## config.mk

```make
export PLATFORM = sky130hd
export DESIGN_NAME = uart_tx_param
export DESIGN_NICKNAME = d
export VERILOG_FILES = /design/src/rtl/uart_tx_param.sv
export SDC_FILE = /design/constraint.sdc
export NUM_CORES = 1
export LEC_CHECK = 0
export ABC_AREA = 1
export CORE_MARGIN = 1
export CORE_UTILIZATION = 60
export DETAILED_ROUTE_END_ITERATION = 7
export PLACE_DENSITY = 0.84
export SLEW_MARGIN = 25
export SYNTH_ARGS = -nofsm -noshare
export SYNTH_HDL_FRONTEND = slang
export SYNTH_SLANG_ARGS = --single-unit
```

## constraint.sdc

```tcl
create_clock -name i_clk -period 4.1 [get_ports i_clk]
set_input_delay 0.615 -clock i_clk [delete_from_list [all_inputs] [get_ports i_clk]]
set_output_delay 0.615 -clock i_clk [all_outputs]
set_load 0.03 [all_outputs]
```

## src/rtl/uart_tx_param.sv

```systemverilog
// Parametrised UART transmitter: start bit, LSB-first data, optional parity,
// one or two stop bits and an idle guard, paced by an internal baud divider.
module uart_tx_param #(
    parameter int CLKS_PER_BIT = 434,
    parameter int DATA_BITS    = 8,
    parameter int GUARD_BITS   = 1
) (
    input  logic                 i_clk,
    input  logic                 i_rst_n,
    input  logic                 i_tx_valid,
    output logic                 o_tx_ready,
    input  logic [DATA_BITS-1:0] i_tx_data,
    input  logic [1:0]           i_parity_mode,
    input  logic                 i_two_stop,
    output logic                 o_tx,
    output logic                 o_busy,
    output logic                 o_done
);

    localparam int                BAUD_W     = (CLKS_PER_BIT > 1) ? $clog2(CLKS_PER_BIT) : 1;
    localparam logic [BAUD_W-1:0] BAUD_LAST  = BAUD_W'(CLKS_PER_BIT - 1);
    localparam logic [3:0]        DATA_LAST  = 4'(DATA_BITS - 1);
    localparam logic [3:0]        GUARD_LAST = 4'((GUARD_BITS > 0) ? GUARD_BITS - 1 : 0);

    typedef enum logic [2:0] {
        S_IDLE   = 3'd0,
        S_START  = 3'd1,
        S_DATA   = 3'd2,
        S_PARITY = 3'd3,
        S_STOP   = 3'd4,
        S_GUARD  = 3'd5
    } state_t;

    state_t               state, next_state;
    logic [BAUD_W-1:0]    baud_cnt;
    logic [3:0]           bit_cnt;
    logic [3:0]           guard_cnt;
    logic [DATA_BITS-1:0] shift_q, shift_next;
    logic                 parity_en_q, parity_bit_q, two_stop_q;
    logic                 baud_done, accept, tx_next, done_next;

    assign baud_done = (baud_cnt == BAUD_LAST);
    assign accept    = i_tx_valid && (state == S_IDLE);

    // NOTE: sequential state is always updated with non-blocking assignments.
    always_ff @(posedge i_clk or negedge i_rst_n) begin
        if (!i_rst_n) state <= S_IDLE;
        else          state <= next_state;
    end

    always_comb begin
        // NOTE: default assignment up front so no path leaves next_state unassigned (no latch).
        next_state = state;
        case (state)
            S_IDLE:   if (accept)    next_state = S_START;
            S_START:  if (baud_done) next_state = S_DATA;
            S_DATA:   if (baud_done && bit_cnt == DATA_LAST)
                          next_state = parity_en_q ? S_PARITY : S_STOP;
            S_PARITY: if (baud_done) next_state = S_STOP;
            S_STOP:   if (baud_done && bit_cnt == {3'b000, two_stop_q})
                          next_state = (GUARD_BITS > 0) ? S_GUARD : S_IDLE;
            S_GUARD:  if (baud_done && guard_cnt == GUARD_LAST) next_state = S_IDLE;
            default:  next_state = S_IDLE;
        endcase
    end

    // o_tx is driven from the next state so the start bit appears the cycle after accept.
    always_comb begin
        shift_next = shift_q;
        if (accept)
            shift_next = i_tx_data;
        else if (state == S_DATA && baud_done)
            shift_next = shift_q >> 1;

        case (next_state)
            S_START:  tx_next = 1'b0;
            S_DATA:   tx_next = shift_next[0];
            S_PARITY: tx_next = parity_bit_q;
            default:  tx_next = 1'b1;
        endcase

        done_next  = (state == S_STOP || state == S_GUARD) && (next_state == S_IDLE);
        o_busy     = (state != S_IDLE);
        o_tx_ready = (state == S_IDLE);
    end

    always_ff @(posedge i_clk or negedge i_rst_n) begin
        if (!i_rst_n) begin
            // NOTE: the shift register is a handful of flops, so it is reset with everything else.
            baud_cnt     <= '0;
            bit_cnt      <= '0;
            guard_cnt    <= '0;
            shift_q      <= '0;
            parity_en_q  <= 1'b0;
            parity_bit_q <= 1'b0;
            two_stop_q   <= 1'b0;
            o_tx         <= 1'b1;
            o_done       <= 1'b0;
        end else begin
            baud_cnt <= (state == S_IDLE || baud_done) ? '0 : baud_cnt + 1'b1;

            if (next_state != state)
                bit_cnt <= '0;
            else if (baud_done && (state == S_DATA || state == S_STOP))
                bit_cnt <= bit_cnt + 4'd1;

            if (next_state != state)
                guard_cnt <= '0;
            else if (baud_done && state == S_GUARD)
                guard_cnt <= guard_cnt + 4'd1;

            shift_q <= shift_next;

            // Frame options are frozen at accept; later input changes are ignored.
            if (accept) begin
                parity_en_q  <= ^i_parity_mode;
                parity_bit_q <= i_parity_mode[1] ? ~^i_tx_data : ^i_tx_data;
                two_stop_q   <= i_two_stop;
            end

            o_tx   <= tx_next;
            o_done <= done_next;
        end
    end

endmodule
```

==> After elaboration in Yosys (flattened, before gate mapping) <==
Cells that the tools add are included.
{ "classes": {"n_eq_ne": 12, "n_mux": 17, "n_reduce_logical": 21, "addsub": 3} }
{ "ops": {"columns": ["op", "count"], "rows": [
  ["3-bit two-way mux", 7],
  ["3-bit one-hot mux with 6 select lines", 1],
  ["4-bit two-way mux", 4],
  ["8-bit two-way mux", 2],
  ["3-bit by 2-bit == test with 1-bit output, second input constant", 4],
  ["9-bit by 1-bit adder with 9-bit output, second input constant", 1],
  ["9-bit == test, second input constant", 1],
  ["9-bit two-way mux", 1],
  ["4-bit by 1-bit adder with 4-bit output, second input constant", 2],
  ["1-bit logical AND", 8],
  ["8-bit XNOR reduction", 1],
  ["8-bit parity", 1],
  ["3-bit by 1-bit == test with 1-bit output, second input constant", 2],
  ["3-bit == test, second input constant", 2],
  ["3-bit zero test", 2],
  ["2-bit nonzero test", 3],
  ["4-bit by 1-bit == test with 1-bit output", 1],
  ["4-bit by 3-bit == test with 1-bit output, second input constant", 1],
  ["4-bit zero test", 1],
  ["1-bit logical OR", 3],
  ["3-bit != test", 1],
  ["1-bit one-hot mux with 3 select lines", 1],
  ["3-bit nonzero test", 1],
  ["2-bit parity", 1],
  ["1-bit two-way mux", 1]
]} }
{ "totals": {"inputBits": 14, "regBits": 33} }

==> Logic depth before layout (Yosys ltp) <==
{ "logic_depth": {"depth_word": 6, "depth_mapped": 13} }

==> Worst setup path before layout <==
Ideal clock, no wire load.
{ "synth_timing": {"path_kind": "register -> output", "from": "register state[0]", "to": "output port o_tx_ready", "path_stages_with_launch": 4, "arrival_time_ns": 1.014, "required_time_ns": 3.485, "slack_ns": 2.471, "cell_sequence": "dfrtp_1 > nor2_1 > nand2_2 > inv_1"} }
{ "synth_via": {"elab_chain_cells": 1} }
{ "synth_lines": {"columns": ["item", "line_no", "rtl"], "rows": [
  ["start, declared", "34", "state_t state, next_state;"],
  ["start signal, assigned", "48", "else state <= next_state;"],
  ["3-bit zero test", "84", "o_tx_ready = (state == S_IDLE);"],
  ["end, declared", "11", "output logic o_tx_ready,"]
]} }
No other way between the ends.

==> Worst setup path after layout <==
Ends and elaborated chain as after synthesis.

==> results_dict.tcl <==
set metrics [dict create \
    outcome "finished clean" \
    ys_ff_latch 33 \
    timing.final.hold_violations 0 \
    finalPower_uw 582 \
    first_iter_violations 54 \
    holdBufCountCts 0 \
    synth_enable_flop_cells 0 \
    cp_data_arrival_time_ns 1.87 \
    numClockSinks 33 \
    post-route-min-period_ns 2.48 \
    core.rowCount 20 \
    fp.dieH_um 58.9 \
    worstSetupPathType "flop to output pin" \
    antenna_found_initial 0 \
    yosys.cell_count.top_type "nand2_1" \
    syn-num-nets 259 \
    drive_above_1_share 0.113 \
    path_cells "nor2_1 -> nand2_2 -> inv_1 -> clkdlybuf4s50_1" \
    number_of_diodes 0 \
    synth_commonest_cells "nand2_1, inv_1, nor2_1, dfrtp_1, nand3_1" \
    critical-path-max-stage-delay_ns 0.66 \
    first_pass_detailed_route_iteration_total 6 \
    floorplan.die_area_um2 3470 \
    gpl.final_weighted_congestion 0.910 \
    ys_dominant_reg_cell "dfrtp_1" \
    path_clk_slew_ns 0.11 \
    drc 0 \
    ctsHtreeMaxLevel 2 \
    synth_top_cells_by_area "dfrtp_1, nand2_1, inv_1, nor2_1, xor2_1" \
    area_delta_synth_final_pct 15.4 \
    io_pins 18 \
    worst-path-buf-inv 2 \
    clk_path_buf_depth 2 \
    yosys_warning_count 0 \
    post_layout_nets 283 \
    floorplan.die.width_um 58.9 \
    detailroute.wirelength.met2_um 1710 \
    end_kind "output pin" \
    worstHoldPathType "flop to flop" \
    hpwl_um 2670 \
    netlist_area_um2 1940 \
    final_hold_slack_ns 0.494 \
    crit_fanout 6 \
    routed-via-count 1557 \
    syn-mean-instance-area_um2 8.09 \
    worst_clock_skew_ns 0.0132 \
    route.top_layer_used "met4" \
    final_antenna_net_count 0 \
    routed_wirelength_um 3510 \
    timing.max_slew.rel_slack 0.731 \
    tritoncts.num_buffers 5 \
    power.density_nw_per_um2 260 \
    vdd_ir_drop_max_v 0.000257 \
    grt_max_degree 34 \
    wirelength_met1_um 1630 \
    max-cap-violations 0 \
    grt_overflow 0 \
    synth_top_area_share 0.413 \
    route.detailed.vias_per_inst 5.04 \
    critical-path-top-delay-family "buffers and inverters" \
    post_cts_resized 0 \
    timing.final.setup_violations 0 \
    clkLatencyLatePin_ns 0.33 \
    maxSlewViolCount 0 \
    post-synth-top-area-cell "dfrtp_1" \
    setup_tns_ns 0 \
    fmaxAchievable_ghz 0.403 \
    rsz_0062_raised_after_global_routing "false" \
    slew_at_the_pin_closest_to_its_max_slew_limit_ns 0.403 \
    p_leak_nw 1.11 \
    critPathLaunchType "flop" \
    asyncSetResetFlopFracSynth 1.00 \
    netlist_instances 240 \
    yosysSeqAreaShare 0.426 \
    synthDistinctLibCells 34 \
    initial_core_util 0.636 \
    grt_first_pass_wirelength_um 5980 \
    routedWlPerCell_um 11.4 \
    core_area_um2 3050 \
    numPortBuffers 17 \
    filler_cell_count 260 \
    ctsRootBufferMaster "clkbuf_4" \
    critPathRequiredTime_ns 3.48 \
    cts.repair_timing.setup_buffer_count 0 \
    slowest_stage "clkdlybuf4s50_1" \
    period_share 0.606 \
    globalRouteTotalUtil 0.236 \
    first_global_vias 1436 \
    tritoncts_clock_tree "yes" \
    met3_wire_length_um 110 \
]
[cells by family after synthesis]
logic type / after synthesis / synth area share
AOI/OAI and AO/OA: 20 / 0.0722
xor gates and xnor gates: 16 / 0.0722
DFF: 33 / 0.426
and+or+nand+nor: 126 / 0.317
buffers and inverters: 39 / 0.0754
muxes: 1 / 0.00516
adders and majority gates: 5 / 0.0322
[registers in the layout, summed over array words and instances (netlist names)]
| name | flops |
|---|---|
| baud_cnt | 9 |
| state | 3 |
| shift_q | 8 |
| two_stop_q | 1 |
| bit_cnt | 4 |
| o_done | 1 |
| parity_en_q | 1 |
| parity_bit_q | 1 |
| o_tx | 1 |
| guard_cnt | 4 |
[worst paths after layout]
check | slack [ns] | from | end | cells past startpoint
min in group asynchronous | 0.68 | i_rst_n | o_done | 2
worst min-delay path | 0.49 | parity_bit_q | parity_bit_q | 2
worst min register to register | 0.49 | parity_bit_q | parity_bit_q | 2
worst max register to register | 2.23 | baud_cnt[1] | bit_cnt[3] | 12
max in group asynchronous | 3.09 | i_rst_n | o_tx | 2
worst max-delay path | 1.62 | state[0] | o_tx_ready | 4
[worst min-delay path: stages (launching register included)]
cell and delay (ns):
dfrtp_1 0.35, nand2_1 0.06, nand2_1 0.06
[placed cells by master, fill, tap and decap left out, types with 2 or more instances in the layout]
cell type        instances
nand2_1                 50
o211ai_1                 2
a21oi_1                  5
o21ai_0                  5
inv_2                    2
clkbuf_4                 5
clkdlybuf4s50_1         17
nor2_2                   2
inv_1                   36
or2_2                    2
nand2_2                  6
xnor2_1                  6
nand4_1                  2
clkbuf_8                 2
nor2_4                   2
dfrtp_1                 32
nor3b_1                  4
nor3_1                   2
nand3_1                 15
o221ai_1                 4
ha_1                     5
nand2_4                  2
xor2_1                  10
nor2_1                  33
[layer usage]
| layer | track usage | vias to the layer above |
|---|---|---|
| met5 | 0 | - |
| met4 | 0.0850 | 0 |
| met3 | 0.0593 | 6 |
| met2 | 0.398 | 23 |
| met1 | 0.294 | 718 |
| li1 | - | 810 |
[where the power goes]
part / total [mW] / internal [mW] / switching [mW] / leakage (nW)
clock: 0.204 / 0.0993 / 0.104 / 0.0413
sequential: 0.332 / 0.330 / 0.00198 / 0.401
combinational: 0.0462 / 0.0235 / 0.0227 / 0.672
total: 0.582 / 0.453 / 0.129 / 1.11
[stage by stage]
stage / area (um2) / worst slack [ns] / cells / utilization
4_1_cts: 2240 / 1.61 / 309 / 0.734
3_3_place_gp: 2170 / 2.03 / 301 / 0.711
3_5_place_dp: 2170 / 1.99 / 301 / 0.711
2_1_floorplan: 1940 / 2.47 / 240 / -
6_report: 2240 / 1.62 / 309 / 0.734
5_1_grt: 2240 / 1.53 / 309 / 0.734
[cell type report]
class / count / area, um2 / area share
timing repair buffer: 18 / 178 / 0.0793
clock buffer: 7 / 65.1 / 0.0291
inverter: 38 / 143 / 0.0637
sequential: 33 / 827 / 0.369
clock inverter: 1 / 5.00 / 0.00223
multi-input combinational: 168 / 967 / 0.432
tap: 44 / 55.1 / 0.0246
No activity file was read; power rests on OpenSTA's default activity.
